**config.mk**
```make
export PLATFORM = sky130hd
export DESIGN_NAME = multicycle_alu
export DESIGN_NICKNAME = d
export VERILOG_FILES = /design/src/rtl/multicycle_alu.sv
export SDC_FILE = /design/constraint.sdc
export NUM_CORES = 1
export LEC_CHECK = 0
export CAP_MARGIN = 20
export CORE_ASPECT_RATIO = 1.4
export CORE_UTILIZATION = 52
export CTS_CLUSTER_DIAMETER = 200
export CTS_CLUSTER_SIZE = 24
export DETAILED_ROUTE_END_ITERATION = 10
export PLACE_DENSITY = 0.86
export SYNTH_ARGS = -nofsm -noshare
export SYNTH_HDL_FRONTEND = slang
export SYNTH_SLANG_ARGS = --single-unit
```
**constraint.sdc**
```tcl
create_clock -name clk -period 9.05 [get_ports clk]
set_input_delay 0.905 -clock clk [delete_from_list [all_inputs] [get_ports clk]]
set_output_delay 0.905 -clock clk [all_outputs]
set_load 0.1 [all_outputs]
```
**src/rtl/multicycle_alu.sv**
```systemverilog
// Registered ALU with carry-chained add/sub, flags-only compare and an N-cycle
// shift-add unsigned multiply behind a start/busy/done handshake.
module multicycle_alu #(
  parameter int unsigned N   = 8,
  parameter int unsigned SHW = $clog2(N) + 1
) (
  input  logic         clk,
  input  logic         rst,
  input  logic         start,
  input  logic [3:0]   op,
  input  logic [N-1:0] in1,
  input  logic [N-1:0] in2,
  output logic [N-1:0] out,
  output logic [N-1:0] out_hi,
  output logic         V,
  output logic         Z,
  output logic         C,
  output logic         S,
  output logic         busy,
  output logic         done,
  output logic         err
);

  localparam int unsigned CW = $clog2(N);
  localparam logic [SHW-1:0] ShLimit = SHW'(N);

  localparam logic [3:0] OpAdd  = 4'd0;
  localparam logic [3:0] OpSub  = 4'd1;
  localparam logic [3:0] OpOr   = 4'd2;
  localparam logic [3:0] OpAnd  = 4'd3;
  localparam logic [3:0] OpSrl  = 4'd4;
  localparam logic [3:0] OpSll  = 4'd5;
  localparam logic [3:0] OpNot  = 4'd6;
  localparam logic [3:0] OpPass = 4'd7;
  localparam logic [3:0] OpAdc  = 4'd8;
  localparam logic [3:0] OpSbc  = 4'd9;
  localparam logic [3:0] OpCmp  = 4'd10;
  localparam logic [3:0] OpMul  = 4'd11;

  typedef enum logic [0:0] {StIdle, StMul} state_t;

  state_t            state_q;
  logic [N-1:0]      mcand_q;
  logic [2*N-1:0]    prod_q;
  logic [CW-1:0]     cnt_q;

  logic [SHW-1:0]    k;
  logic [N:0]        arith;
  logic [N:0]        shr;
  logic [N:0]        shl;
  logic [N-1:0]      res;
  logic              res_c;
  logic              res_v;
  logic              illegal;
  logic              write_out;
  logic [N:0]        mul_sum;
  logic [2*N-1:0]    mul_next;

  assign k = in2[SHW-1:0];

  always_comb begin
    arith     = '0;
    res       = '0;
    res_c     = 1'b0;
    res_v     = 1'b0;
    illegal   = 1'b0;
    write_out = 1'b1;
    // {A,0}>>k leaves the last bit shifted out in bit 0; {0,A}<<k leaves it in bit N.
    shr       = {in1, 1'b0} >> k;
    shl       = {1'b0, in1} << k;
    case (op)
      OpAdd, OpAdc: begin
        arith = {1'b0, in1} + {1'b0, in2} + {{N{1'b0}}, (op == OpAdc) & C};
        res   = arith[N-1:0];
        res_c = arith[N];
        res_v = (in1[N-1] == in2[N-1]) && (res[N-1] != in1[N-1]);
      end
      OpSub, OpSbc, OpCmp: begin
        arith     = {1'b0, in1} - {1'b0, in2} - {{N{1'b0}}, (op == OpSbc) & C};
        res       = arith[N-1:0];
        res_c     = arith[N];
        res_v     = (in1[N-1] != in2[N-1]) && (res[N-1] != in1[N-1]);
        write_out = (op != OpCmp);
      end
      OpOr:   res = in1 | in2;
      OpAnd:  res = in1 & in2;
      OpNot:  res = ~in1;
      OpPass: res = in1;
      OpSrl: begin
        if (k < ShLimit) begin
          res   = shr[N:1];
          res_c = shr[0];
        end
      end
      OpSll: begin
        if (k < ShLimit) begin
          res   = shl[N-1:0];
          res_c = shl[N];
        end
      end
      OpMul:   ;
      default: illegal = 1'b1;
    endcase
  end

  // Right-shifting product register: multiplier starts in the low half.
  always_comb begin
    mul_sum  = {1'b0, prod_q[2*N-1:N]} + (prod_q[0] ? {1'b0, mcand_q} : {(N+1){1'b0}});
    mul_next = {mul_sum, prod_q[N-1:1]};
  end

  always_ff @(posedge clk) begin
    if (rst) begin
      state_q <= StIdle;
      mcand_q <= '0;
      prod_q  <= '0;
      cnt_q   <= '0;
      out     <= '0;
      out_hi  <= '0;
      V       <= 1'b0;
      Z       <= 1'b0;
      C       <= 1'b0;
      S       <= 1'b0;
      busy    <= 1'b0;
      done    <= 1'b0;
      err     <= 1'b0;
    end else begin
      done <= 1'b0;
      err  <= 1'b0;
      case (state_q)
        StIdle: begin
          if (start) begin
            if (op == OpMul) begin
              mcand_q <= in1;
              prod_q  <= {{N{1'b0}}, in2};
              cnt_q   <= CW'(N - 1);
              busy    <= 1'b1;
              state_q <= StMul;
            end else if (illegal) begin
              out    <= '0;
              out_hi <= '0;
              done   <= 1'b1;
              err    <= 1'b1;
            end else begin
              if (write_out) begin
                out    <= res;
                out_hi <= '0;
              end
              V    <= res_v;
              Z    <= ~|res;
              C    <= res_c;
              S    <= res[N-1];
              done <= 1'b1;
            end
          end
        end
        StMul: begin
          prod_q <= mul_next;
          cnt_q  <= cnt_q - 1'b1;
          if (cnt_q == '0) begin
            out     <= mul_next[N-1:0];
            out_hi  <= mul_next[2*N-1:N];
            V       <= |mul_next[2*N-1:N];
            Z       <= ~|mul_next;
            C       <= 1'b0;
            S       <= mul_next[2*N-1];
            busy    <= 1'b0;
            done    <= 1'b1;
            state_q <= StIdle;
          end
        end
        default: state_q <= StIdle;
      endcase
    end
  end

endmodule

```
# Word-level counts from Yosys, hierarchy flattened

Index checks and enable logic that the tools add are counted.
Widths: inputs -> output; s select.

Register bits after elaboration: 51
Word-level logic and storage cells: 128

$add $sub $neg: 6
Magnitude comparators: 1
Equal/unequal tests: 22
Shift-type cells: 2
Muxes and demuxes: 59
Bitwise gates (word level): 7
Reduce and logical (&&, ||, !) cells: 18

Operators with widths:

| kind               | count |
|---|---|
| $mux 8             | 13 |
| $pmux 8 s8         | 1 |
| $mux 16            | 2 |
| $pmux 16 s2        | 1 |
| $pmux 8 s2         | 2 |
| $mux 1             | 28 |
| $add 8x8->9        | 2 |
| $eq 4x3->1 const B | 4 |
| $eq 4x4->1 const B | 4 |
| $pmux 1 s2         | 8 |
| $reduce_or 16->1   | 1 |
| $reduce_or 8->1    | 2 |
| $reduce_or 12->1   | 1 |
| $add 9x1->9        | 1 |
| $shl 8x4->9        | 1 |
| $shr 9x4->9        | 1 |
| $sub 8x8->9        | 1 |
| $sub 9x1->9        | 1 |
| $and 8x8->8        | 1 |
| $eq 4x2->1 const B | 2 |
| $ne 2x2->1 const B | 4 |
| $not 8->8          | 1 |
| $or 8x8->8         | 1 |
| $reduce_and 4->1   | 2 |
| other kinds (22)   | 30 |

# Logic depth before layout (Yosys ltp)

Depth in word-level cells: 10
Gate-level depth with buffers: 14

# Worst setup path before layout

Ideal clock, no wire load.

Kind: in2reg
Start: input in2[0]
End: register Z
Data arrival time: 4.179 ns
Required time: 8.975 ns
Slack: 4.796 ns
Stages: 13
Cells stage by stage: buf_6 buf_2 buf_1 inv_1 fa_1 fa_1 nand2b_1 nand3_1 a21oi_1 a221o_1 or4_1 or4_1 o22ai_2

Cells in the longest elaborated chain, start to end: 9
Elaborated cells on any way between the ends: 18
Classes of those cells: add/sub: 4; order compare: 1; shift: 2; mux: 7; bitwise: 2; reduce/logical: 2

Ends and longest elaborated chain:

| what                                | RTL line | source |
|---|---|---|
| start: declaration                  | 12       | `input logic [N-1:0] in2,` |
| $sub 8x8->9 (tied with other cells) | 79       | `arith = {1'b0, in1} - {1'b0, in2} - {{N{1'b0}}, (op == OpSbc) & C};` |
| $sub 9x1->9 (tied with other cells) | 79       |  |
| $pmux 8 s8 (*)                      | 71       | `case (op)` |
| $reduce_or 8->1 (*)                 | 150      | `Z <= ~\|res;` |
| $logic_not 1->1 (*)                 | 150      |  |
| $mux 1 (*)                          | 139      | `end else if (illegal) begin` |
| $mux 1 (*)                          | 133      | `if (op == OpMul) begin` |
| $mux 1 (*)                          | 132      | `if (start) begin` |
| $pmux 1 s2 (*)                      | 130      | `case (state_q)` |
| end signal: assignment              | 150      |  |
| end signal: assignment              | 164      | `Z <= ~\|mul_next;` |
| end: declaration                    | 16       | `output logic Z,` |

Every way passes the cells marked *; elsewhere a longest branch is shown, timed or not. The select of a mux whose other input is x is not followed.
A chain may end at the register's enable or synchronous reset.

# Final worst setup path

Start: input op[1]
End: register Z

Cells in the longest elaborated chain, start to end: 10
Elaborated cells on any way between the ends: 29
Classes of those cells: add/sub: 2; eq/ne: 13; mux: 5; bitwise: 2; reduce/logical: 7

Ends and longest elaborated chain:

| what                                       | RTL line | source |
|---|---|---|
| start: declaration                         | 10       | `input logic [3:0] op,` |
| $eq 4x4->1                                 | -        |  |
| $and 1x1->1, on equally long branches      | 79, 73   |  |
| $sub 9x1->9 or $add 9x1->9 (tied branches) | 79, 73   |  |
| $pmux 8 s8                                 | 71       |  |
| $reduce_or 8->1                            | 150      |  |
| $logic_not 1->1                            | 150      |  |
| $mux 1                                     | 139      |  |
| $mux 1                                     | 133      |  |
| $mux 1                                     | 132      |  |
| $pmux 1 s2                                 | 130      |  |

Several ways; a longest one is shown, not always the timed one. The select of a mux whose other input is x is not followed.

==> reports/results.txt <==
cell at the root of the clock tree -> clkbuf_16
Clock Latency Late Sink -> 0.29 ns
sw power -> 217 uW
minimum clock period -> 5.02 ns
Met1 Routed Length -> 5430 um
TritonCTS clock tree -> yes
H-tree level count -> 2
port buffer count -> 45
Comb power frac -> 0.324
MaxCap Viol Count -> 0
top achievable clock speed -> 0.199 GHz
ratio of routed vias to standard cells -> 6.45
Syn Std Cell Area -> 4570 um^2
violation count after the first detailed-routing iteration -> 452
fraction of power consumed by sequential logic -> 0.368
area of all sequential standard cells -> 1020 um^2
RSZ-0062 raised after global routing -> no
most common cell after layout, fill and taps aside -> nand2_1
Post-CTS Repair Setup Buffers -> 0
number of fill cells -> 765
clock slew at the register clock pins of the worst setup and hold paths -> 0.07 ns
core footprint -> 8560 um^2
number of enable-type register cells in the synthesized netlist -> 0
fin. max-slew vios -> 0
Max Fanout on Critical Path -> 19
Cell Pwr Density -> 123 nW/um^2
number of vias after detailed routing -> 4593
DRC violations left -> 0
Synth Net Count -> 658
pin count of the biggest net entering global routing -> 47
Die Width -> 81.2 um
kind of start point of the critical path -> primary input
CP Cell Sequence -> clkdlybuf4s50_1 -> nor2b_1 -> nand3_1 -> fa_1 -> fa_1 -> o21ai_0 -> nand2b_1 -> xor2_1 -> a2111oi_0 -> nand3_1 -> or4_1 -> o22ai_2
dominant register cell in the synthesized netlist -> dfxtp_1
fraction of registers with async set or reset after synthesis -> 0
total global routing overflow -> 0
layout cell share with drive strength beyond 1 -> 0.0610
worst endpoint required time -> 9.27 ns
vias in the first global route -> 4374
DIE AREA -> 9170 um^2
post-synthesis instance total -> 589
wire per inst -> 19.5 um
area of combinational cells with multiple inputs -> 3240 um^2
TritonCTS Sinks -> 51
Longest Clk Path Bufs -> 2
transition time at the pin with the least slew margin -> 0.986 ns
top routing layer used -> met4
Total Neg Setup Slack -> 0 ns
proportion of synthesized chip area in sequential cells -> 0.224
number of library cell types mapped by synthesis -> 70
growth of design area from synthesis to finish -> 13.6%
total number of placement rows -> 40
number of synthesis warnings -> 0
initial antenna violation count -> 0
I/O pin count -> 46
Setup-failing EPs final -> 0
effective utilization at floorplan -> 0.534
Num CTS Buffers -> 5
Seq cells post-synth -> 51
combined global-route utilization of all metal layers -> 0.325
number of resized instances in the post-cts repair step -> 0
final critical-path share of the clock period -> 0.554
switching share of total power -> 0.340
Die Height -> 113 um
Worst VDD drop -> 0.000147 V
global-route wire length before repair -> 22700 um
data arrival time of the critical path -> 5.24 ns
ANT cells -> 0
Detailed Routing Iterations Pass 1 -> 5
cell-internal power -> 423 uW
metal3 WL -> 816 um
part of the total power dissipated in the clock network -> 0.308
synthesized area per cell -> 7.75 um^2
CP max stage cell -> clkdlybuf4s50_1
Total Power -> 640 uW
worst relative slew slack -> 0.341
Hold-fix buffers, CTS -> 0
Crit Path Class -> in2reg
path category of the worst min-delay check -> reg2reg
detailed-placement wirelength estimate -> 10200 um
endpoint kind of the worst setup timing path -> register
count of nets after finishing -> 675
result of the run -> finished, final reports clean
number of hold violations in the final report -> 0
total routed wirelength -> 13900 um
critical path's largest stage delay -> 0.75 ns
weighted congestion at the end of routability-driven global placement -> 1.01
leakage dissipation -> 2.02 nW
top library cells by usage in the layout, fill and taps aside -> nand2_1 (62), dfxtp_1 (51), a21oi_1 (50)
Routed Antenna Nets -> 0
metal2 WL -> 7050 um
Clock Skews -> 0.00489 ns
final timing paths:
path / startpoint / endpoint / slack, ns / cells after the start
min: out_hi[4] / out_hi[4] / 0.45 / 2
max reg2reg: C / Z / 5.51 / 10
max: op[1] / Z / 4.03 / 12
min reg2reg: out_hi[4] / out_hi[4] / 0.45 / 2
cell families (layout without fill, tap and decap cells):
| family | Yosys count | count (layout) | synth area share |
|---|---|---|---|
| adder cells (fa/ha/maj) | 46 | 46 | 0.134 |
| multiplexers | 29 | 29 | 0.0816 |
| XOR/XNOR | 15 | 15 | 0.0288 |
| AND/OR/NAND/NOR | 197 | 197 | 0.210 |
| buffers and inverters | 78 | 96 | 0.0679 |
| AO/OA/AOI/OAI | 173 | 173 | 0.254 |
| flip-flops | 51 | 51 | 0.224 |
cell type report:
cell class	instances	area share
clock buffer	7	0.0294
clock inverter	1	0.00145
inverter	36	0.0261
multi-input combinational	460	0.624
sequential	51	0.197
tap	105	0.0253
timing repair buffer	52	0.0970
routing by layer:
metal / track usage / vias to the layer above
li1: - / 2174
met1: 0.399 / 2160
met2: 0.558 / 219
met3: 0.0339 / 40
met4: 0.148 / 0
met5: 0 / -
cells in the mapped netlist (7+ instances only):
library cell | number | area, um^2
nor2_1 | 47 | 176
a211oi_1 | 8 | 60.1
a311oi_1 | 8 | 70.1
nor2b_1 | 7 | 43.8
nand3_1 | 17 | 85.1
and2_1 | 9 | 56.3
buf_2 | 8 | 40.0
o211ai_1 | 11 | 82.6
ha_1 | 41 | 513
nand2_1 | 62 | 233
nor3_1 | 15 | 75.1
xnor2_1 | 7 | 61.3
nand2b_1 | 11 | 68.8
mux2i_1 | 14 | 140
xor2_1 | 8 | 70.1
dfxtp_1 | 51 | 1020
mux2_2 | 10 | 113
a22oi_1 | 9 | 67.6
clkbuf_1 | 29 | 109
a21oi_1 | 50 | 250
o21ai_0 | 29 | 145
inv_1 | 34 | 128
through the flow:
stage / setup WS (ns) / util / hold slack (ns) / instances / cell area [um^2]
final: 4.03 / 0.606 / 0.453 / 712 / 5190
after global routing: 3.72 / 0.606 / 0.477 / 712 / 5190
after CTS: 4.11 / 0.606 / 0.456 / 712 / 5190
after detailed placement: 3.82 / 0.587 / 0.447 / 704 / 5030
after global placement: 4.02 / 0.587 / 0.441 / 704 / 5030
after floorplan: 4.80 / - / 0.441 / 589 / 4570
power groups by stage:
stage | sequential [mW] | clock, mW | combinational (mW)
4_1_cts | 0.235 | 0.198 | 0.204
3_3_place_gp | 0.240 | 0 | 0.199
6_report | 0.236 | 0.197 | 0.207
3_5_place_dp | 0.240 | 0 | 0.203
5_1_grt | 0.236 | 0.209 | 0.224
2_1_floorplan | 0.269 | 0 | 0.120
state kept, by name, indices dropped and copies added (netlist names):
name / flops
C: 1
S: 1
V: 1
Z: 1
busy: 1
cnt_q: 3
done: 1
err: 1
mcand_q: 8
out: 8
out_hi: 8
prod_q: 16
state_q: 1
critical path: cells and delay by family:
kind                     cells  cell delay [ns]
buffers and inverters        1             0.75
XOR/XNOR                     1             0.15
adder cells (fa/ha/maj)      2             0.86
AO/OA/AOI/OAI                3             1.15
AND/OR/NAND/NOR              5             1.41
Note: power is estimated with default switching activity, not from simulation.
